### src/rtl/tiny_count_monitor_if.sv
// Bus between an up/down counter and its monitor: the observed count plus the
// monitor's recovered step/direction/lock/error status.
interface tiny_count_monitor_if #(
  parameter int unsigned WIDTH = 4,
  parameter int unsigned POS_W = 8
);
  logic [WIDTH-1:0] cnt_in;
  logic             step;
  logic             dir_up;
  logic             err;
  logic             locked;
  logic [3:0]       err_cnt;
  logic [POS_W-1:0] pos;

  // master: the counter side that drives the count and observes status
  modport master (
    output cnt_in,
    input  step, dir_up, err, locked, err_cnt, pos
  );

  // slave: the monitor itself
  modport slave (
    input  cnt_in,
    output step, dir_up, err, locked, err_cnt, pos
  );
endinterface

### src/rtl/tiny_count_monitor.sv
// Observes a free-running counter value, checks every change is a legal +/-1 move,
// locks after a run of legal steps, flags and counts jumps while locked, tracks net position.
module tiny_count_monitor #(
  parameter int unsigned WIDTH      = 4,
  parameter int unsigned LOCK_STEPS = 3,
  parameter int unsigned POS_W      = 8
) (
  input logic              clk,
  input logic              rst,
  tiny_count_monitor_if.slave mon
);

  typedef enum logic [0:0] {StUnlocked, StLocked} state_e;

  localparam logic [3:0] LockSteps = 4'(LOCK_STEPS);

  state_e           state_q, state_d;
  logic [WIDTH-1:0] prev_q, prev_d;
  logic             prev_valid_q, prev_valid_d;
  logic [3:0]       lock_ctr_q, lock_ctr_d;
  logic             step_q, step_d;
  logic             dir_up_q, dir_up_d;
  logic             err_q, err_d;
  logic [3:0]       err_cnt_q, err_cnt_d;
  logic [POS_W-1:0] pos_q, pos_d;

  logic [WIDTH-1:0] delta;
  logic             is_up, is_dn, is_hold;

  // Modular difference makes the 15->0 / 0->15 wrap fall out naturally.
  assign delta   = mon.cnt_in - prev_q;
  assign is_up   = (delta == WIDTH'(1));
  assign is_dn   = (delta == {WIDTH{1'b1}});
  assign is_hold = (delta == '0);

  always_comb begin
    state_d      = state_q;
    prev_d       = prev_q;
    prev_valid_d = prev_valid_q;
    lock_ctr_d   = lock_ctr_q;
    step_d       = 1'b0;
    dir_up_d     = dir_up_q;
    err_d        = 1'b0;
    err_cnt_d    = err_cnt_q;
    pos_d        = pos_q;

    if (!prev_valid_q) begin
      prev_d       = mon.cnt_in;
      prev_valid_d = 1'b1;
    end else begin
      prev_d = mon.cnt_in;
      if (is_up || is_dn) begin
        step_d   = 1'b1;
        dir_up_d = is_up;
        pos_d    = is_up ? pos_q + POS_W'(1) : pos_q - POS_W'(1);
        if (state_q == StUnlocked) begin
          if (lock_ctr_q + 4'd1 == LockSteps) begin
            state_d    = StLocked;
            lock_ctr_d = 4'd0;
          end else begin
            lock_ctr_d = lock_ctr_q + 4'd1;
          end
        end
      end else if (!is_hold) begin
        lock_ctr_d = 4'd0;
        if (state_q == StLocked) begin
          err_d     = 1'b1;
          state_d   = StUnlocked;
          err_cnt_d = (err_cnt_q == 4'hf) ? err_cnt_q : err_cnt_q + 4'd1;
        end
      end
    end
  end

  always_ff @(posedge clk) begin
    if (rst) begin
      state_q      <= StUnlocked;
      prev_q       <= '0;
      prev_valid_q <= 1'b0;
      lock_ctr_q   <= 4'd0;
      step_q       <= 1'b0;
      dir_up_q     <= 1'b0;
      err_q        <= 1'b0;
      err_cnt_q    <= 4'd0;
      pos_q        <= '0;
    end else begin
      state_q      <= state_d;
      prev_q       <= prev_d;
      prev_valid_q <= prev_valid_d;
      lock_ctr_q   <= lock_ctr_d;
      step_q       <= step_d;
      dir_up_q     <= dir_up_d;
      err_q        <= err_d;
      err_cnt_q    <= err_cnt_d;
      pos_q        <= pos_d;
    end
  end

  assign mon.step    = step_q;
  assign mon.dir_up  = dir_up_q;
  assign mon.err     = err_q;
  assign mon.locked  = (state_q == StLocked);
  assign mon.err_cnt = err_cnt_q;
  assign mon.pos     = pos_q;

endmodule
### src/flat_wrapper.sv
// flat-port wrapper written by rule: the top's interface ports become plain ports
module tiny_count_monitor_flat 
#(
  parameter int unsigned WIDTH      = 4,
  parameter int unsigned LOCK_STEPS = 3,
  parameter int unsigned POS_W      = 8
)
  (clk, rst, mon_cnt_in, mon_step, mon_dir_up, mon_err, mon_locked, mon_err_cnt, mon_pos);
  tiny_count_monitor_if #(.WIDTH(WIDTH), .POS_W(POS_W)) mon_i ();
  input logic clk;
  input logic rst;
  input wire logic [$bits(mon_i.cnt_in)-1:0] mon_cnt_in;
  output wire logic [$bits(mon_i.step)-1:0] mon_step;
  output wire logic [$bits(mon_i.dir_up)-1:0] mon_dir_up;
  output wire logic [$bits(mon_i.err)-1:0] mon_err;
  output wire logic [$bits(mon_i.locked)-1:0] mon_locked;
  output wire logic [$bits(mon_i.err_cnt)-1:0] mon_err_cnt;
  output wire logic [$bits(mon_i.pos)-1:0] mon_pos;
  assign mon_i.cnt_in = mon_cnt_in;
  assign mon_step = mon_i.step;
  assign mon_dir_up = mon_i.dir_up;
  assign mon_err = mon_i.err;
  assign mon_locked = mon_i.locked;
  assign mon_err_cnt = mon_i.err_cnt;
  assign mon_pos = mon_i.pos;
  tiny_count_monitor #(.WIDTH(WIDTH), .LOCK_STEPS(LOCK_STEPS), .POS_W(POS_W)) u_core (.clk(clk), .rst(rst), .mon(mon_i));
endmodule
### config.mk
export PLATFORM = sky130hd
export DESIGN_NAME = tiny_count_monitor_flat
export DESIGN_NICKNAME = d
export VERILOG_FILES = /design/src/rtl/tiny_count_monitor_if.sv /design/src/rtl/tiny_count_monitor.sv /design/src/flat_wrapper.sv
export SDC_FILE = /design/constraint.sdc
export NUM_CORES = 1
export LEC_CHECK = 0
export BUFFER_PORTS_ARGS = -buffer_cell sky130_fd_sc_hd__buf_2
export CAP_MARGIN = 20
export CORE_MARGIN = 2
export CORE_UTILIZATION = 45
export CTS_CLUSTER_SIZE = 20
export DETAILED_ROUTE_END_ITERATION = 8
export GPL_ROUTABILITY_DRIVEN = 0
export GPL_TIMING_DRIVEN = 0
export PLACE_DENSITY = 0.66
export SLEW_MARGIN = 5
export SYNTH_ARGS = -nofsm -noshare
export SYNTH_HDL_FRONTEND = slang
export SYNTH_SLANG_ARGS = --single-unit
### constraint.sdc
create_clock -name clk -period 5.3 [get_ports clk]
set_input_delay 1.06 -clock clk [delete_from_list [all_inputs] [get_ports clk]]
set_output_delay 1.06 -clock clk [all_outputs]
set_load 0.02 [all_outputs]
## Word level (Yosys, flattened, before mapping)

Cells that the tools add are included.

| operators by class | value |
|---|---|
| bitwise operators | 4 |
| eq/ne operators | 6 |
| $add $sub $neg | 5 |
| muxes and demuxes | 12 |
| reduce and logical (&&, ||, !) cells | 8 |

Operator list:

| kind | number |
|---|---|
| $mux W4 | 4 |
| $add A4 B1 Y4 const B | 2 |
| $add A8 B1 Y8 const B | 1 |
| $eq A4 B4 Y1 const B | 2 |
| $mux W8 | 1 |
| $sub A8 B1 Y8 const B | 1 |
| $mux W1 | 7 |
| $reduce_and A5 Y1 | 1 |
| $eq A4 B1 Y1 const B | 1 |
| $eq A4 B2 Y1 const B | 1 |
| $logic_not A4 Y1 | 1 |
| $ne A2 B2 Y1 const B | 2 |
| $not A1 Y1 | 4 |
| $reduce_and A2 Y1 | 2 |
| $reduce_or A4 Y1 | 1 |
| $sub A4 B4 Y4 | 1 |
| $reduce_and A3 Y1 | 1 |
| $reduce_or A2 Y1 | 1 |
| $logic_or A1 B1 Y1 | 1 |

| word-level totals | value |
|---|---|
| output and inout port bits | 16 |
| register bits after elaboration | 25 |
| input bits | 6 |
| word-level logic and storage cells | 44 |

## Depth between registers and ports, before layout

| logic depth | value |
|---|---|
| word-level depth | 5 |
| gate-level depth with buffers | 16 |

## Worst setup path before layout

OpenSTA, ideal clock, no wires.

| timing | value |
|---|---|
| path kind | input-to-reg |
| from | input mon_cnt_in[0] |
| to | register u_core.pos_q[7], in the netlist u_core.mon.pos[7] |
| slack | 1.195 ns |
| stages on the path | 15 |
| library setup time | 0.121 ns |
| arrival time | 3.984 ns |
| required time | 5.179 ns |
| path through | inv_1 > ha_1 > inv_1 > fa_1 > xor2_1 > nor2_1 > o21ai_2 > or2_2 > ha_1 > a21oi_1 > nor2b_1 > a311oi_1 > a21oi_1 > mux2i_1 > mux2_2 |

| between the ends | value |
|---|---|
| longest elaborated chain between the ends | 4 |
| elaborated cells between the ends (all ways) | 6 |
| those cells by class | 1 x add/sub; 2 x eq/ne; 1 x mux; 2 x reduce/logical |

RTL lines:

| element | RTL line | RTL |
|---|---|---|
| start: declaration | flat_wrapper.sv:12 | `input wire logic [$bits(mon_i.cnt_in)-1:0] mon_cnt_in;` |
| $sub A4 B4 Y4 (*) | tiny_count_monitor.sv:31 | `assign delta = mon.cnt_in - prev_q;` |
| $eq A4 B1 Y1 / $eq A4 B4 Y1 (equally long branches) | tiny_count_monitor.sv:32, tiny_count_monitor.sv:33 |  |
| $logic_or A1 B1 Y1 | tiny_count_monitor.sv:52 | `if (is_up \|\| is_dn) begin` |
| $reduce_and A2 Y1 (no line) | - |  |
| end signal: assignment | tiny_count_monitor.sv:95 | `pos_q <= pos_d;` |
| end: declaration | tiny_count_monitor.sv:25 | `logic [POS_W-1:0] pos_q, pos_d;` |

Mark *: on every way between the ends. The rest lies on a longest branch, timed or not.
A chain may end at the register's enable or synchronous reset.

## Worst setup path after layout

Ends and elaborated chain as after synthesis.

==> results by group <==
Timing
  • Least-Margin Pin Slew: 514.8 ps
  • Final setup viols: 0
  • Clk_skew: 2.442 ps
  • Final count of hold timing violations: 0
  • Post-route minimum period: 4236 ps
  • Period utilization: 79.93%
  • Slew margin rel.: 65.68%
  • Slew Viols, Final: 0
  • Worst hold slack: 487.1 ps
  • Achievable Freq: 236.0 MHz
  • Setup tns final: 0 ps
  • Unrepaired setup endpoints after global routing: false

Die
  • Width of the chip: 60.40 µm
  • Die area: 0.003648 mm²
  • Die height: 60.40 µm
  • Initial core utilization: 47.27%
  • Row cnt: 20
  • Core area: 0.003028 mm²
  • IO Count: 22

Run
  • Max Cap Viol: 0

Route
  • Antenna Nets Post-Route: 0
  • DR iter-0 viols: 34
  • Routed len/inst: 11.79 µm
  • Via density per instance: 5.198
  • Final wirelength: 2735 µm
  • WL met1: 1403 µm
  • Highest metal used: met4
  • Drt drc: 0
  • Vias: 1206
  • DR WL met3: 84 µm
  • DR pass1 iterations: 4
  • Met2 routed WL: 1199 µm

Power and ir drop
  • Combinational Power Share: 29.1%
  • Switching portion of total power: 32.13%
  • Pwr/cell area: 253.1 mW/mm²
  • Leak Pwr: 0.6628 nW
  • Flop pwr share: 49.6%
  • Internal power: 277.9 µW
  • Switch Pwr: 131.6 µW
  • Worst vdd ir: 0.1294 mV
  • Pwr Total: 409.5 µW
  • Clk network pwr share: 21.2%

Global routing
  • First-pass GRT wire length: 4905 µm
  • Initial antenna violation count: 0
  • Global-route usage over all layers: 17.65%
  • Grt total ovfl: 0
  • Largest net degree at the start of global routing: 14
  • Vias in the first global route: 1176

Clocking
  • CTS Buffer Depth: 2
  • Post-CTS Setup Bufs: 0
  • Hold_buf cts: 0
  • CTS H-Tree Depth: 1
  • PostCTS Resize Cnt: 0
  • Clk slew on worst S/H paths: 130 ps
  • TritonCTS clock tree: yes
  • Clock tree root buffer cell: clkbuf_4
  • Sink Count: 25
  • Clk_lat worst skew: 330 ps
  • CTS Buf Count: 3

Finish
  • Most frequent cells in the layout: dfxtp_1, buf_2, nor2_1, ha_1
  • Post-layout net count: 209
  • Area growth syn-to-layout: 13.02%
  • Register area: 500.5 µm²
  • Layout cells sized above 1: 17.55%
  • Area occupied by multi-input gates: 874.6 µm²
  • Layout fillers: 290
  • Most common cell after layout, fill and taps aside: dfxtp_1
  • Fin util: 53.43%
  • Inserted Diodes: 0

Synth
  • Synthesis warning total: 0
  • Compound-Gate Fraction of Synth Area: 16.78%
  • Yosys cell types: 41
  • Mux share of post-synthesis cell area: 4.983%
  • Post-Syn Area per Cell: 8.781 µm²
  • Sequential-to-total area share from yosys stat: 34.97%
  • Most used DFF post-synth: dfxtp_1
  • Ys async rst share: 0%
  • Post-Synth Simple-Gate Area: 21.15%
  • Post-Synthesis Cells: 163
  • Post-synthesis xor/xnor area fraction: 4.895%
  • Synthesized Nets: 183
  • Register bit count reported by yosys: 25
  • Post-synth EDFFs: 0
  • Largest family of logic cells by synthesized area: simple AND/OR/NAND/NOR gates
  • Adder-cell share of the synthesized area: 13.29%
  • Synthesized area: 0.001431 mm²

Place
  • Hpwl dp: 2123 µm
  • I/O Buffers: 21

Setup path
  • Reg-to-Reg Start: u_core.prev_q[0]$_SDFF_PP0_
  • Startpoint types: primary input
  • CP required: 5540 ps
  • Worst Setup End Kind: flip-flop
  • CP Max Fanout: 7
  • Kind of critical path: primary input to flip-flop
  • Arr. time, crit path: 4470 ps
  • CP startpoint: mon_cnt_in[0]

Outcome
  • Outcome: completed

Min path
  • Hold path start: u_core.mon.dir_up$_SDFFE_PP0P_
  • HP Class: flip-flop to flip-flop
==> layout make-up <==
type	instances	area share [%]
Tap cell	44	3.403
Multi-Input combinational cell	124	54.06
Inverter	11	2.552
Timing Repair Buffer	21	6.497
Buffer	3	0.9281
Sequential cell	25	30.94
Clock buffer	4	1.624
==> power groups by stage <==
stage	clock network (mW)	logic [mW]	registers, mW
floorplan	0	0.0861	0.214
global placement	0	0.114	0.207
detailed placement	0	0.119	0.207
CTS	0.0878	0.119	0.203
global route	0.0954	0.134	0.205
finish	0.0870	0.119	0.203
==> synth_stat cells, types with 2 or more instances <==
library cell	instances	area share, %
clkbuf_1	2	0.52
xnor2_1	5	3.1
ha_1	12	10
xor2_1	3	1.8
nand2_1	11	2.9
and2_1	2	0.87
nor3_1	2	0.70
a311oi_1	2	1.2
o211ai_1	2	1.0
a211oi_1	2	1.0
inv_1	11	2.9
nor2_1	20	5.2
dfxtp_1	25	35
a31oi_1	3	1.3
mux2i_1	6	4.2
o21ai_0	4	1.4
fa_1	2	2.8
nand3b_1	2	1.0
nand2b_1	2	0.87
o21ai_2	2	1.2
a21oi_1	10	3.5
nor2b_1	8	3.5
nand3_1	7	2.4
==> state kept, by name, summed over array words and instances (netlist names) <==
| signal | count |
|---|---|
| u_core.mon.dir_up | 1 |
| u_core.mon.step | 1 |
| u_core.mon.pos | 8 |
| u_core.lock_ctr_q | 4 |
| u_core.mon.locked | 1 |
| u_core.prev_valid_q | 1 |
| u_core.mon.err_cnt | 4 |
| u_core.prev_q | 4 |
| u_core.mon.err | 1 |
==> stage by stage <==
stage | instance area (µm²) | setup WS, ps | std cells
after floorplan | 1431 | 1195 | 163
after global placement | 1592 | 832.7 | 228
after detailed placement | 1592 | 714.3 | 228
after CTS | 1618 | 1059 | 232
after global routing | 1618 | 851.6 | 232
final | 1618 | 1064 | 232
==> path summary, 6_finish.rpt <==
check	end	slack, ps	cells past startpoint
worst min-delay path	u_core.mon.dir_up$_SDFFE_PP0P_	490	2
worst min register to register	u_core.mon.dir_up$_SDFFE_PP0P_	490	2
worst max register to register	u_core.mon.pos[7]$_SDFFE_PP0P_	1640	14
worst max-delay path	u_core.mon.pos[7]$_SDFFE_PP0P_	1060	16
==> layer usage <==
metal	vias to the layer above	GRT usage (%)
met5	-	0
met4	0	8.571
met3	5	2.772
met2	22	28.42
met1	553	23.07
li1	626	-
==> worst max-delay path, stage by stage <==
cell and delay [ps]:
buf_2 100, inv_1 70, ha_1 160, inv_1 50, fa_1 370, xor2_1 200
nor2_1 210, o21ai_2 160, or2_2 380, ha_1 370, a21oi_1 170, nor2b_1 60
a311oi_1 380, a21oi_1 160, mux2i_1 220, mux2_2 350
==> cell families (layout without fill, tap and decap cells) <==
| logic type | Yosys count | in the layout |
|---|---|---|
| AO/OA/AOI/OAI | 35 | 35 |
| XOR/XNOR | 8 | 8 |
| adder cells (fa/ha/maj) | 14 | 14 |
| buffers and inverters | 14 | 39 |
| flip-flops | 25 | 25 |
| multiplexers | 7 | 7 |
| AND/OR/NAND/NOR | 60 | 60 |
(Power assumes the default switching activity.)
